[src/rtl/axis_elastic_buffer.sv]
// AXI-stream elastic buffer: DEPTH-entry circular store with TKEEP/TLAST sideband and a registered ready.
// Define AXIS_ELASTIC_BUFFER_BYPASS_EN for zero-latency fall-through when the buffer is empty.
module axis_elastic_buffer #(
    parameter int DW    = 32,
    parameter int DEPTH = 4,
    localparam int KW   = DW / 8,
    localparam int CW   = $clog2(DEPTH + 1)
) (
    input  logic          i_clk,
    input  logic          i_reset,
    input  logic          i_valid,
    output logic          o_ready,
    input  logic [DW-1:0] i_data,
    input  logic [KW-1:0] i_keep,
    input  logic          i_last,
    output logic          o_valid,
    input  logic          i_ready,
    output logic [DW-1:0] o_data,
    output logic [KW-1:0] o_keep,
    output logic          o_last,
    output logic [CW-1:0] o_count
);

    localparam int AW = $clog2(DEPTH);
    localparam int EW = DW + KW + 1;

    logic [EW-1:0] mem_q [DEPTH];
    logic [AW:0]   wr_ptr_q;
    logic [AW:0]   wr_ptr_d;
    logic [AW:0]   rd_ptr_q;
    logic [AW:0]   rd_ptr_d;
    logic [CW-1:0] count_q;
    logic [CW-1:0] count_d;

    logic          full_s;
    logic          empty_s;
    logic          bypass_s;
    logic          push_s;
    logic          pop_s;
    logic [EW-1:0] head_s;

    // Occupancy flags, handshakes and downstream beat selection
    always_comb begin
        full_s   = (wr_ptr_q[AW] != rd_ptr_q[AW]) && (wr_ptr_q[AW-1:0] == rd_ptr_q[AW-1:0]);
        empty_s  = (wr_ptr_q == rd_ptr_q);
        bypass_s = 1'b0;
`ifdef AXIS_ELASTIC_BUFFER_BYPASS_EN
        // An empty buffer hands the beat straight through when downstream can take it.
        bypass_s = empty_s && i_valid && i_ready && i_reset;
`else
        bypass_s = 1'b0;
`endif
        o_ready = !full_s;
        o_valid = i_reset && (!empty_s || bypass_s);
        push_s  = i_reset && i_valid && !full_s && !bypass_s;
        pop_s   = o_valid && i_ready && !bypass_s;
        if (bypass_s) begin
            head_s = {i_last, i_keep, i_data};
        end else begin
            head_s = mem_q[rd_ptr_q[AW-1:0]];
        end
        o_last  = head_s[EW-1];
        o_keep  = head_s[DW +: KW];
        o_data  = head_s[DW-1:0];
        o_count = count_q;
    end

    // Next-state for pointers and occupancy
    always_comb begin
        wr_ptr_d = wr_ptr_q;
        rd_ptr_d = rd_ptr_q;
        count_d  = count_q;
        if (push_s) begin
            wr_ptr_d = wr_ptr_q + {{AW{1'b0}}, 1'b1};
        end else begin
            wr_ptr_d = wr_ptr_q;
        end
        if (pop_s) begin
            rd_ptr_d = rd_ptr_q + {{AW{1'b0}}, 1'b1};
        end else begin
            rd_ptr_d = rd_ptr_q;
        end
        case ({push_s, pop_s})
            2'b10:   count_d = count_q + {{(CW-1){1'b0}}, 1'b1};
            2'b01:   count_d = count_q - {{(CW-1){1'b0}}, 1'b1};
            default: count_d = count_q;
        endcase
    end

    // Control state register with synchronous active-low reset
    always_ff @(posedge i_clk) begin
        if (!i_reset) begin
            wr_ptr_q <= {(AW+1){1'b0}};
            rd_ptr_q <= {(AW+1){1'b0}};
            count_q  <= {CW{1'b0}};
        end else begin
            wr_ptr_q <= wr_ptr_d;
            rd_ptr_q <= rd_ptr_d;
            count_q  <= count_d;
        end
    end

    // Payload storage; contents deliberately survive reset
    always_ff @(posedge i_clk) begin
        if (push_s) begin
            mem_q[wr_ptr_q[AW-1:0]] <= {i_last, i_keep, i_data};
        end
    end

endmodule

[config.mk]
export PLATFORM = sky130hd
export DESIGN_NAME = axis_elastic_buffer
export DESIGN_NICKNAME = d
export VERILOG_FILES = /design/src/rtl/axis_elastic_buffer.sv
export SDC_FILE = /design/constraint.sdc
export NUM_CORES = 1
export LEC_CHECK = 0
export CORE_MARGIN = 8
export CORE_UTILIZATION = 49
export DETAILED_ROUTE_END_ITERATION = 6
export PLACE_DENSITY_LB_ADDON = 0.25
export SLEW_MARGIN = 20
export SYNTH_ARGS = -nofsm -noshare
export SYNTH_HDL_FRONTEND = slang
export SYNTH_SLANG_ARGS = --single-unit
[constraint.sdc]
create_clock -name i_clk -period 2.2 [get_ports i_clk]
set_input_delay 0.33 -clock i_clk [delete_from_list [all_inputs] [get_ports i_clk]]
set_output_delay 0.33 -clock i_clk [all_outputs]
set_load 0.03 [all_outputs]
# Word-level counts from Yosys, hierarchy flattened
# Memories as Yosys holds them, arrays and structs flattened. A register that Yosys moved wholly into a read port is not among the register bits.
# Index checks and enable logic that the tools add are counted.
[classes]
n_addsub = 4
n_eq_ne = 5
muxes = 5
n_reduce_logical = 8
[op_table]
columns = ["cell", "count"]
rows = [
  ["$add 3x1->3 const B", 3],
  ["$pmux 3 s2", 1],
  ["$logic_and 1x1->1", 5],
  ["$mux 2", 2],
  ["$eq 3x3->1", 1],
  ["$sub 3x1->3 const B", 1],
  ["$eq 2x1->1 const B", 1],
  ["$eq 2x2->1", 1],
  ["$eq 2x2->1 const B", 1],
  ["$logic_not 1->1", 2],
  ["$mux 1", 2],
  ["$reduce_bool 2->1", 1],
  ["$ne 1x1->1", 1],
]
[word_totals]
regBits = 9
ramBits = 148
in_bits = 41
output_inout_bits = 42
elab_cells = 26
mem_count = 1
[mem_list]
columns = ["name", "depth", "word_bits", "read_ports", "rd_clocked_by_memory_dff", "wr", "line", "source"]
rows = [
  ["mem_q", 4, 37, 1, 1, 1, "27", "logic [EW-1:0] mem_q [DEPTH];"],
]

# Logic depth before layout (Yosys ltp)
[depth]
ltp_word = 6
depth_mapped = 10
depth_no_buf = 9

# Worst setup path before layout
# Ideal clock, no wire load.
[synth_path]
path_type = "input to register"
start = "input port i_reset"
end = "memory mem_q[1][0] (netlist name), enable pin"
setup_time_ns = 0.398
arrival_ns = 1.964
t_required_ns = 1.802
path_slack_ns = -0.161
stages = 4
cell_sequence = "clkbuf_1 -> inv_1 -> a311oi_2 -> and2_1"
[synth_between]
elab_chain_cells = 4
[synth_rtl]
columns = ["element", "line", "source"]
rows = [
  ["from (decl)", "10", "input logic i_reset,"],
  ["$logic_and 1x1->1 (2 in a row)", "55", "push_s = i_reset && i_valid && !full_s && !bypass_s;"],
  ["$mux 1", "105", "if (push_s) begin"],
  ["$mux 1 (not written as such)", "106", "mem_q[wr_ptr_q[AW-1:0]] <= {i_last, i_keep, i_data};"],
  ["to (decl)", "27", ""],
]
# Every way passes these cells.

==> summary.md <==
| Metric | Value |
|---|---|
| Status | finished, final reports clean |
| Post-placement cell count | 549 |
| Syn Nets | 331 |
| Synth Area in XOR/XNOR | 1.52% |
| Unique masters post-synth | 30 |
| Reg clk slew, reported paths | 60 ps |
| Post-DP HPWL | 7130 microns |
| Starting DRC count in detailed routing | 189 |
| Worst-Margin Slew | 466 ps |
| CTS Buf Count | 17 |
| Antenna violations before repair | 1 |
| Avg Cell Area, Syn | 21.5 sq um |
| Critical Path Fanout Max | 10 |
| Num ports | 83 |
| Critical path endpoint category | output port |
| RSZ-0062 raised after global routing | true |
| # rows | 40 |
| Chip Width | 127 microns |
| Sink Count | 159 |
| Main synth FF type | edfxtp_1 |
| R2R depth | 8 |
| Cell area after synthesis | 0.00608 sq mm |
| CTS Buffer Depth | 2 |
| R2R Setup Slk | 90 ps |
| Drt via density | 5.31 |
| Most frequent cells in the layout | edfxtp_1, clkdlybuf4s50_1, mux4_2 |
| Number of flops mapped to enable cells by yosys | 148 |
| Layout cells sized above 1 | 35.7% |
| Htree depth | 4 |
| Die ar. | 0.0162 sq mm |
| Detailed Routing Iterations Pass 1 | 5 |
| Compound-Gate Fraction of Synth Area | 2.14% |
| Min-Delay Path Depth | 2 |
| Gpl congestion | 0.820 |
| Crit start category | register |
| Final cell count without fillers | 582 |
| Number of routed nets with antenna violations | 0 |
| Hold Path End | o_count[2] |
| Clk_skew | 7.80 ps |
| CTS tree | built |
| Vias in the first global route | 3294 |
| Synth Area in Simple Gates | 3.02% |
| GRT Overall Usage | 14.7% |
| Register bit total from synthesis | 159 |
| Rel. slew slack | 68.8% |
| DRC viols | 0 |
| Die Height | 127 microns |
| Req. time, crit path | 1870 ps |
| Core Footprint | 0.0121 sq mm |
| Max Clock Freq | 464 MHz |
| Nets | 449 |
| Quantity of I/O buffers inserted on ports | 82 |
| Final Cycle Share | 98.0% |
| WL/cell | 19.5 microns |
| Post-Synthesis Cells | 283 |
| Setup WS post-layout | 45.0 ps |
| Worst Setup Slack post-DPL | -361 ps |
| Area growth from synthesis to final layout | 32.6% |
| Leakage | 0.00267 uW |
| Pwr Density | 1160 mW/mm^2 |
| Reg-to-Reg End | o_count[2] |
| Max-slew violation total from the final report | 0 |
| Crit Path Class | reg2out |
| Adder-Cell Fraction of Synth Area | 1.56% |
| # setup viols final | 0 |
| Maxcap violations | 0 |
| Worst path arrival time | 1830 ps |
| Clk_lat worst skew | 410 ps |
| Post-synthesis sequential area ratio | 76.7% |
| Routed vias | 3093 |
| Remaining Overflow, GRT | 0 |
| Post-CTS setup buffers | 0 |
| Minimum clock period | 2160 ps |
| Final hold vios | 0 |
| Final WL | 11300 microns |
| Mux contribution to synthesized area | 13.7% |
| CTS Root Cell | clkbuf_16 |
| N_diodes | 0 |
| Largest family of logic cells by synthesized area | multiplexers |
| Reg-to-Reg Start | wr_ptr_q[1] |
| Global-route wire length before repair | 17900 microns |
| Fraction of registers with async set/reset | 0% |
| Initial core utilization | 50.4% |
| Yosys warning total | 0 |
| Worst vdd ir | 0.000530 V |
| Largest net degree at the start of global routing | 38 |
| Min-delay src | o_count[2] |
| Hold Crit Class | reg2reg |
| Commonest non-fill, non-tap cell in the layout | edfxtp_1 |
cell usage after synthesis, types with 5 or more instances:
cell	number	share of area (%)
nor2_1	5	0.31
inv_1	9	0.56
clkbuf_1	5	0.31
buf_2	6	0.49
edfxtp_1	148	73
dfxtp_1	11	3.6
ha_1	6	1.2
a21oi_1	8	0.66
mux4_2	37	14
area by class of cell:
type	instances	area, sq um
Clock buffer	18	429
Fill cell	823	4000
Sequential cell	159	4670
Inverter	9	33.8
Clock inverter	14	190
Multi-Input combinational cell	104	1360
Tap cell	168	210
Timing Repair Buffer	110	1160
flip-flops by register name, indices dropped and copies added (netlist names), named ones only:
name	cells
o_count	3
wr_ptr_q	3
mem_q	148
rd_ptr_q	3
worst max-delay path, cell delays in order, from the launching register on:
cell	delay [ps]
dfxtp_4	390
bufbuf_16	310
mux4_2	530
buf_4	190
timing repair:
action,in CTS,in global routing
pin swaps,1,2
endpoints found under the setup margin,35,11
cloned,1,0
gates resized for setup,116,11
hold buffers,0,0
where the power goes:
part	internal, uW	switching (uW)
Combinational	1250	1460
Clock	1900	1110
Sequential	3540	92.9
per-stage QoR:
stage                     util [%]  hold WS, ps  TNS, ps  total power (uW)  instance area, sq um
after global placement        61.5          475     -284              6460                  7420
after detailed placement      61.5          483     -474              6480                  7420
after global routing          66.8          527    -36.5              9720                  8060
after CTS                     67.0          496    -36.5              9460                  8080
final                         66.8          496        0              9350                  8060
after floorplan                  -          429        0              5350                  6100
cell families (layout without fill, tap and decap cells):
| group | after synthesis | count (layout) |
|---|---|---|
| buf+inv | 20 | 151 |
| flops | 159 | 159 |
| xor+xnor | 8 | 8 |
| simple gates | 32 | 32 |
| fa+ha+maj | 7 | 7 |
| compound gates | 20 | 20 |
| mux | 37 | 37 |
worst max path at each step:
stage / startpoint / end / slack, ps / cells past startpoint
6_report: register / o_data[11] / 40 / 3
5_1_grt: register / o_data[24] / -20 / 3
4_1_cts: register / o_data[19] / -40 / 3
3_5_place_dp: i_ready / o_count[2] / -360 / 9
3_3_place_gp: i_ready / o_count[2] / -250 / 9
2_1_floorplan: rd_ptr_q[0] / o_count[2] / 8 / 9
per-layer routing:
metal  up-vias  GRT usage (%)  share of wire, %  routed length, microns
met5         -              0             0.097                      11
met2       109           24.6                51                    5750
met1      1550           17.4                40                    4570
met4         2           5.25               1.0                     113
li1       1421              -                 -                       -
met3        11           5.24               7.8                     890
Power figures use the tool's default switching activity.
